===== config.mk =====
export PLATFORM = sky130hd
export DESIGN_NAME = powlib_ipmaxi_wrarb
export DESIGN_NICKNAME = d
export VERILOG_FILES = /design/src/rtl/powlib_ipmaxi_wrarb.sv
export SDC_FILE = /design/constraint.sdc
export NUM_CORES = 1
export LEC_CHECK = 0
export CELL_PAD_IN_SITES_DETAIL_PLACEMENT = 0
export CELL_PAD_IN_SITES_GLOBAL_PLACEMENT = 2
export CORE_AREA = 5 5 114 137
export CTS_BUF_LIST = sky130_fd_sc_hd__clkbuf_4 sky130_fd_sc_hd__clkbuf_8
export DETAILED_ROUTE_END_ITERATION = 8
export DIE_AREA = 0 0 119 142
export PLACE_DENSITY_LB_ADDON = 0.1
export REMOVE_ABC_BUFFERS = 1
export SLEW_MARGIN = 10
export SYNTH_ARGS = -nofsm -noshare
export SYNTH_HDL_FRONTEND = slang
export SYNTH_SLANG_ARGS = --single-unit

===== constraint.sdc =====
create_clock -name clk -period 3 [get_ports clk]
set_clock_uncertainty 0.05 [all_clocks]
set_input_delay 0.9 -clock clk [delete_from_list [all_inputs] [get_ports clk]]
set_output_delay 0.9 -clock clk [all_outputs]
set_load 0.005 [all_outputs]

===== src/rtl/powlib_ipmaxi_wrarb.sv =====
// powlib_ipmaxi_wrarb: round-robin write arbiter in front of one AXI write master.
// Locks the grant for a whole requester transaction (capped at MAX_BURST beats)
// so the downstream master can pack contiguous beats into bursts.
// Optional feature: define POWLIB_IPMAXI_WRARB_TIMEOUT_EN to force a release
// after TIMEOUT consecutive idle cycles of the granted requester.

`ifndef POWLIB_BW
`define POWLIB_BW 8
`endif

module powlib_ipmaxi_wrarb #(
  parameter int unsigned N         = 2,
  parameter int unsigned B_AW      = 32,
  parameter int unsigned B_BPD     = 4,
  parameter int unsigned MAX_BURST = 128,
  parameter int unsigned TIMEOUT   = 16,
  localparam int unsigned B_DW     = `POWLIB_BW * B_BPD
) (
  input  logic                clk,
  input  logic                rst,
  input  logic [N*B_AW-1:0]   reqaddr,
  input  logic [N*B_DW-1:0]   reqdata,
  input  logic [N*B_BPD-1:0]  reqbe,
  input  logic [N-1:0]        reqlast,
  input  logic [N-1:0]        reqvld,
  output logic [N-1:0]        reqrdy,
  output logic [B_AW-1:0]     wraddr,
  output logic [B_DW-1:0]     wrdata,
  output logic [B_BPD-1:0]    wrbe,
  output logic                wrvld,
  input  logic                wrrdy,
  output logic [N-1:0]        gnt,
  output logic                busy
);

  localparam int unsigned PTR_W = $clog2(N);
  localparam int unsigned CNT_W = $clog2(MAX_BURST) + 1;

  localparam logic ST_IDLE = 1'b0;
  localparam logic ST_LOCK = 1'b1;

  // Reject parameter sets the arbiter is not built for.
  if (N < 2 || N > 8 || MAX_BURST < 1 || TIMEOUT < 1) begin : g_param_err
    $error("powlib_ipmaxi_wrarb: illegal parameter set");
  end

  logic             state_q, state_d;
  logic [N-1:0]     gnt_q, gnt_d;
  logic [PTR_W-1:0] gidx_q, gidx_d;
  logic [PTR_W-1:0] ptr_q, ptr_d;
  logic [CNT_W-1:0] cnt_q, cnt_d;

`ifdef POWLIB_IPMAXI_WRARB_TIMEOUT_EN
  localparam int unsigned IDLE_W = $clog2(TIMEOUT + 1);
  logic [IDLE_W-1:0] idle_q, idle_d;
`endif

  logic [B_AW-1:0]  addr_a [N];
  logic [B_DW-1:0]  data_a [N];
  logic [B_BPD-1:0] be_a   [N];

  logic             sel_found;
  logic [PTR_W-1:0] sel_idx;
  logic [PTR_W-1:0] cand;
  logic             accept_c;
  logic             last_c;
  logic             release_c;

  // Split the flat request buses into per-requester slices.
  for (genvar gi = 0; gi < int'(N); gi++) begin : g_slice
    assign addr_a[gi] = reqaddr[gi*B_AW +: B_AW];
    assign data_a[gi] = reqdata[gi*B_DW +: B_DW];
    assign be_a[gi]   = reqbe[gi*B_BPD +: B_BPD];
  end

  // Round-robin pick: first valid requester at or after ptr, wrapping N-1 -> 0.
  always_comb begin
    sel_found = 1'b0;
    sel_idx   = '0;
    cand      = '0;
    for (int k = 0; k < int'(N); k++) begin
      cand = PTR_W'((int'(ptr_q) + k) % int'(N));
      if (!sel_found && reqvld[cand]) begin
        sel_found = 1'b1;
        sel_idx   = cand;
      end
    end
  end

  // Downstream mux of the granted slice; everything is quiet while idle.
  always_comb begin
    wraddr = '0;
    wrdata = '0;
    wrbe   = '0;
    wrvld  = 1'b0;
    reqrdy = '0;
    if (state_q == ST_LOCK) begin
      wraddr = addr_a[gidx_q];
      wrdata = data_a[gidx_q];
      wrbe   = be_a[gidx_q];
      wrvld  = reqvld[gidx_q];
      reqrdy = gnt_q & {N{wrrdy}};
    end
  end

  assign accept_c = wrvld & wrrdy;
  assign last_c   = reqlast[gidx_q];

  // Next-state: grant in IDLE, count beats and decide release in LOCK.
  always_comb begin
    state_d   = state_q;
    gnt_d     = gnt_q;
    gidx_d    = gidx_q;
    ptr_d     = ptr_q;
    cnt_d     = cnt_q;
    release_c = 1'b0;
`ifdef POWLIB_IPMAXI_WRARB_TIMEOUT_EN
    idle_d    = idle_q;
`endif
    case (state_q)
      ST_IDLE: begin
        cnt_d = '0;
`ifdef POWLIB_IPMAXI_WRARB_TIMEOUT_EN
        idle_d = '0;
`endif
        if (sel_found) begin
          state_d = ST_LOCK;
          gnt_d   = N'(1) << sel_idx;
          gidx_d  = sel_idx;
        end
      end
      ST_LOCK: begin
        if (accept_c) begin
          cnt_d = cnt_q + CNT_W'(1);
          if (last_c || (cnt_q == CNT_W'(MAX_BURST - 1))) begin
            release_c = 1'b1;
          end
        end
`ifdef POWLIB_IPMAXI_WRARB_TIMEOUT_EN
        if (reqvld[gidx_q]) begin
          idle_d = '0;
        end else begin
          idle_d = idle_q + IDLE_W'(1);
          if (idle_d == IDLE_W'(TIMEOUT)) begin
            release_c = 1'b1;
          end
        end
`endif
        if (release_c) begin
          state_d = ST_IDLE;
          gnt_d   = '0;
          ptr_d   = (gidx_q == PTR_W'(N - 1)) ? '0 : gidx_q + PTR_W'(1);
`ifdef POWLIB_IPMAXI_WRARB_TIMEOUT_EN
          idle_d  = '0;
`endif
        end
      end
      default: begin
        state_d = ST_IDLE;
        gnt_d   = '0;
      end
    endcase
  end

  // State register; reset drops any grant immediately.
  always_ff @(posedge clk or negedge rst) begin
    if (!rst) begin
      state_q <= ST_IDLE;
      gnt_q   <= '0;
      gidx_q  <= '0;
      ptr_q   <= '0;
      cnt_q   <= '0;
`ifdef POWLIB_IPMAXI_WRARB_TIMEOUT_EN
      idle_q  <= '0;
`endif
    end else begin
      state_q <= state_d;
      gnt_q   <= gnt_d;
      gidx_q  <= gidx_d;
      ptr_q   <= ptr_d;
      cnt_q   <= cnt_d;
`ifdef POWLIB_IPMAXI_WRARB_TIMEOUT_EN
      idle_q  <= idle_d;
`endif
    end
  end

  assign gnt  = gnt_q;
  assign busy = (state_q == ST_LOCK);

endmodule


### Yosys cells after proc, flatten, opt, wreduce, memory -nomap -nowiden

Index checks and enable logic that the tools add are counted.

* register bits: 13
* logic and storage cells: 65
* bits of input ports: 143

* reduce and logical (&&, ||, !) cells: 6
* shifts and indexed selects: 1
* muxes and demuxes: 38
* order comparisons: 4
* bitwise operators: 4
* add/sub/neg operators: 3
* equal/unequal tests: 4

Operators by type and width (count)
* 32-bit two-way mux: 8
* 1-bit two-way mux: 19
* 4-bit two-way mux: 4
* 8-bit one-hot mux with 2 select lines: 1
* 8-bit by 1-bit adder with 8-bit output, second input constant: 1
* 8-bit by 7-bit == test with 1-bit output, second input constant: 1
* 8-bit two-way mux: 1
* 1-bit by 2-bit less-than comparator with 1-bit output, second input constant: 3
* 2-bit two-way mux: 3
* 2-bit AND reduction: 3
* 2-bit by 1-bit inequality test with 1-bit output, second input constant: 2
* 2-bit one-hot mux with 2 select lines: 1
* 1-bit adder, second input constant: 2
* 2-bit AND: 1
* 2-bit greater-or-equal comparator, second input constant: 1
* 2-bit inequality test, second input constant: 1
* 1-bit NOT with 2-bit output: 1
* 1-bit one-hot mux with 2 select lines: 1
* 1-bit by 1-bit << shifter with 2-bit output, first input constant: 1
* 1-bit AND: 1
* 1-bit logical AND: 1
* 1-bit logical NOT: 1
* 1-bit logical OR: 1
* 1-bit NOT: 1

### Logic depth before layout (Yosys ltp)

* depth in word-level cells: 9
* gate-level depth with buffers: 5

### Worst setup path before layout

No wires, ideal clock.

* path kind: input -> output
* from: input reqvld[1]
* to: output wrvld
* slack: 716 ps
* stages: 3
* arrival: 1334 ps
* buffers on the path: 1
* path through: mux2i_1 > buf_2 > nor2b_1

* cells in the longest elaborated chain, start to end: 3

Ends and longest elaborated chain
* start: declaration: RTL line 25 `input logic [N-1:0] reqvld,`
* 1-bit two-way mux (implied by the code) (2 in series): RTL line 101 `wrvld = reqvld[gidx_q];`
* 1-bit two-way mux: RTL line 97 `if (state_q == ST_LOCK) begin`
* end: declaration: RTL line 30 `output logic wrvld,`

Every way passes these cells. The select of a mux whose other input is x is not followed.

### Worst setup path in the final report

* from: input reqdata[60]
* to: output wrdata[28]

* cells in the longest elaborated chain, start to end: 4

Ends and longest elaborated chain
* start: declaration: RTL line 22 `input logic [N*B_DW-1:0] reqdata,`
* 32-bit two-way mux (implied by the code) (3 in series): RTL line 99 `wrdata = data_a[gidx_q];`
* 32-bit two-way mux: RTL line 97
* end: declaration: RTL line 28 `output logic [B_DW-1:0] wrdata,`

Every way passes these cells. The select of a mux whose other input is x is not followed.

==> results.json <==
{
  "status": "complete, no violations",
  "async_reset_ff_share_pct": 100,
  "first_pass_iters": 4,
  "core_area_um2": 14200,
  "clockRootBuffer": "clkbuf_8",
  "netlist_area_um2": 1930,
  "die_y_um": 142,
  "num_antenna_cells": 0,
  "yosysWarnings": 0,
  "whs_path_depth": 1,
  "setup_ws_ps": 132,
  "synth_seq_area_share_pct": 16.9,
  "synth_ff_type": "dfrtp_1",
  "htreeDepth": 1,
  "r2r_cells": 4,
  "start_util_pct": 13.6,
  "cts_sinks": 13,
  "drive_above_1_share_pct": 4.56,
  "worst_path_dominant_cell_family": "buffers and inverters",
  "clk_pin_slew_worst_paths_ps": 60,
  "clockBufferDepth": 2,
  "rsz0062_at_grt": "false",
  "grt_usage_pct": 12.3,
  "slowest_delay_ps": 400,
  "post-route-drc-count": 0,
  "final_common_cell": "clkdlybuf4s50_1",
  "regToRegSetupSlack_ps": 1280,
  "yosysUniqueCellTypes": 31,
  "die_width_um": 119,
  "synthCells": 228,
  "leakagePower_nw": 1.98,
  "grt_pass1_wl_mm": 16.3,
  "seq_area_um2": 330,
  "crit_arrival_ps": 1920,
  "rows": 48,
  "post_drt_wl_per_cell_um": 18.1,
  "grt_max_degree": 63,
  "path_max_fanout": 1,
  "multiInputGateArea_um2": 1500,
  "cts_tree": "built",
  "synth-xor-area-share_pct": 0,
  "r2r-end": "cnt_q[6]",
  "synth_compound_area_share_pct": 5.52,
  "synth_top_family_by_area": "multiplexers",
  "critPathKind": "input pin to output pin",
  "dp_hpwl_mm": 9.27,
  "finalCriticalPeriod_ps": 2870,
  "ant_nets": 0,
  "vdd_drop_max_mv": 0.262,
  "cp-end-kind": "output pin",
  "slew_violations": 0,
  "area_growth_pct": 124,
  "power_mw": 2.34,
  "power_density_nw_per_um2": 541,
  "maxCapViolCount": 0,
  "numCtsBuffers": 3,
  "worst_slew_pin_slew_ps": 653,
  "final.setup.tns_ps": 0,
  "finalHoldViolCount": 0,
  "path_buf_inv": 2,
  "fin_util_pct": 30.5,
  "io_pins": 217,
  "worst_hold_path.endpoint": "cnt_q[6]",
  "synth_fa_ha_area_share_pct": 0.649,
  "postCtsSetupBuffers": 0,
  "via_count": 2431,
  "post-route-period-util_pct": 95.6,
  "most-common-layout-cells": "clkdlybuf4s50_1 (145), mux2i_1 (76), nor2b_1 (69)",
  "grt_pass1_vias": 2465,
  "clk_latency_ps": 250,
  "drt_wl_total_mm": 11.1,
  "slew_headroom_pct": 56.4,
  "die_area_um2": 16900,
  "place_congestion": 0.769,
  "critical_path_cell_count": 4,
  "drtIter0Drc": 45,
  "clock.fmax_mhz": 349,
  "hold_path.class": "flip-flop to flip-flop",
  "grt_overflow": 0,
  "antenna_found_initial": 1,
  "crit_chain": "clkdlybuf4s50_1 > mux2i_1 > nor2b_1 > dlygate4sd2_1",
  "synth_edf_count": 0,
  "port_buffers": 216,
  "min-delay-start": "cnt_q[6]",
  "nNetsFinal": 584,
  "required_ps": 2050,
  "setup_violations": 0,
  "dp_cells": 610,
  "fin_cells": 614,
  "synth_mux_area_share_pct": 39.5,
  "fill_cells": 1523,
  "cpMaxStageDelayCell": "clkdlybuf4s50_1",
  "syn_avg_cell_area_um2": 8.46,
  "start_kind": "input pin",
  "synth_seq_cells": 13,
  "post-place-ws_ps": -165,
  "r2r-start": "busy",
  "avgViaCountPerCell": 3.96,
  "yosys.area_share.simple_pct": 32.1
}
[metrics by stage]
step / hold slack, ps / cell area (µm²)
floorplan: 399 / 1850
global placement: 427 / 4320
detailed placement: 429 / 4320
CTS: 439 / 4300
global route: 456 / 4320
finish: 431 / 4320
[final cells by class]
type,instances,share of cell area [%]
Timing Repair Buffer,225,50.9
Multi-Input combinational cell,191,34.7
Sequential cell,13,7.65
Tap cell,175,5.07
Clock buffer,4,1.13
Inverter,6,0.522
[per-layer routing]
metal	global-route usage, %	up-vias	part of all wire, %
met3	4.53	6	9.2
met1	13.7	1088	39
li1	-	1218	-
met5	0	-	0.18
met2	23.3	117	52
met4	1.28	2	0.33
[state kept, by name, indices dropped and copies added, names as in the netlist]
signal / count
ptr_q: 1
gidx_q: 1
busy: 1
cnt_q: 8
gnt: 2
[cell families (layout without fill, tap and decap cells)]
family,Yosys count,after routing
AOI/OAI and AO/OA,14,14
adders and majority gates,1,1
buffers and inverters,24,235
DFF,13,13
muxes,76,76
and+or+nand+nor,100,100
[worst max-delay path by stage]
stage                start    endpoint  slack [ps]
6_report       reqdata[60]  wrdata[28]         130
5_1_grt        reqdata[60]  wrdata[28]          40
4_1_cts        reqaddr[35]   wraddr[3]         0.2
3_5_place_dp         wrrdy   reqrdy[1]        -170
3_3_place_gp         wrrdy   reqrdy[1]        -160
2_1_floorplan       gidx_q       wrvld       -1420
[power by group]
group          total, mW  internal [mW]  switching, mW
Clock              0.171          0.103         0.0685
Combinational       1.88           1.06          0.814
Sequential         0.288          0.230         0.0576
Total               2.34           1.40          0.940
[Yosys cell counts (all sizes together) (2+ instances only)]
library cell | n | area, µm²
o21ai | 2 | 10.0
mux2i | 76 | 761
and3 | 2 | 12.5
nand2 | 12 | 45.0
o221ai | 2 | 17.5
dfrtp | 13 | 325
buf | 10 | 52.6
clkbuf | 8 | 30.0
nand2b | 3 | 18.8
nor2b | 69 | 432
nor4 | 4 | 50.1
inv | 6 | 22.5
nand3 | 3 | 15.0
o311ai | 2 | 17.5
nor3 | 2 | 10.0
[repair_timing]
action / 4_1_cts / 5_1_grt
resized for setup: 62 / 9
hold buffers: 0 / 0
endpoints found under the setup margin: 62 / 9
hold endpoints to repair: 0 / 0
pin swaps: 0 / 0
[worst reg2reg max path, stage by stage (launching register included)]
cell and delay (ps):
dfrtp_2 510, buf_4 260, nand2_1 250, nor4_2 370
mux2i_1 200
No activity file was read; power rests on OpenSTA's default activity.
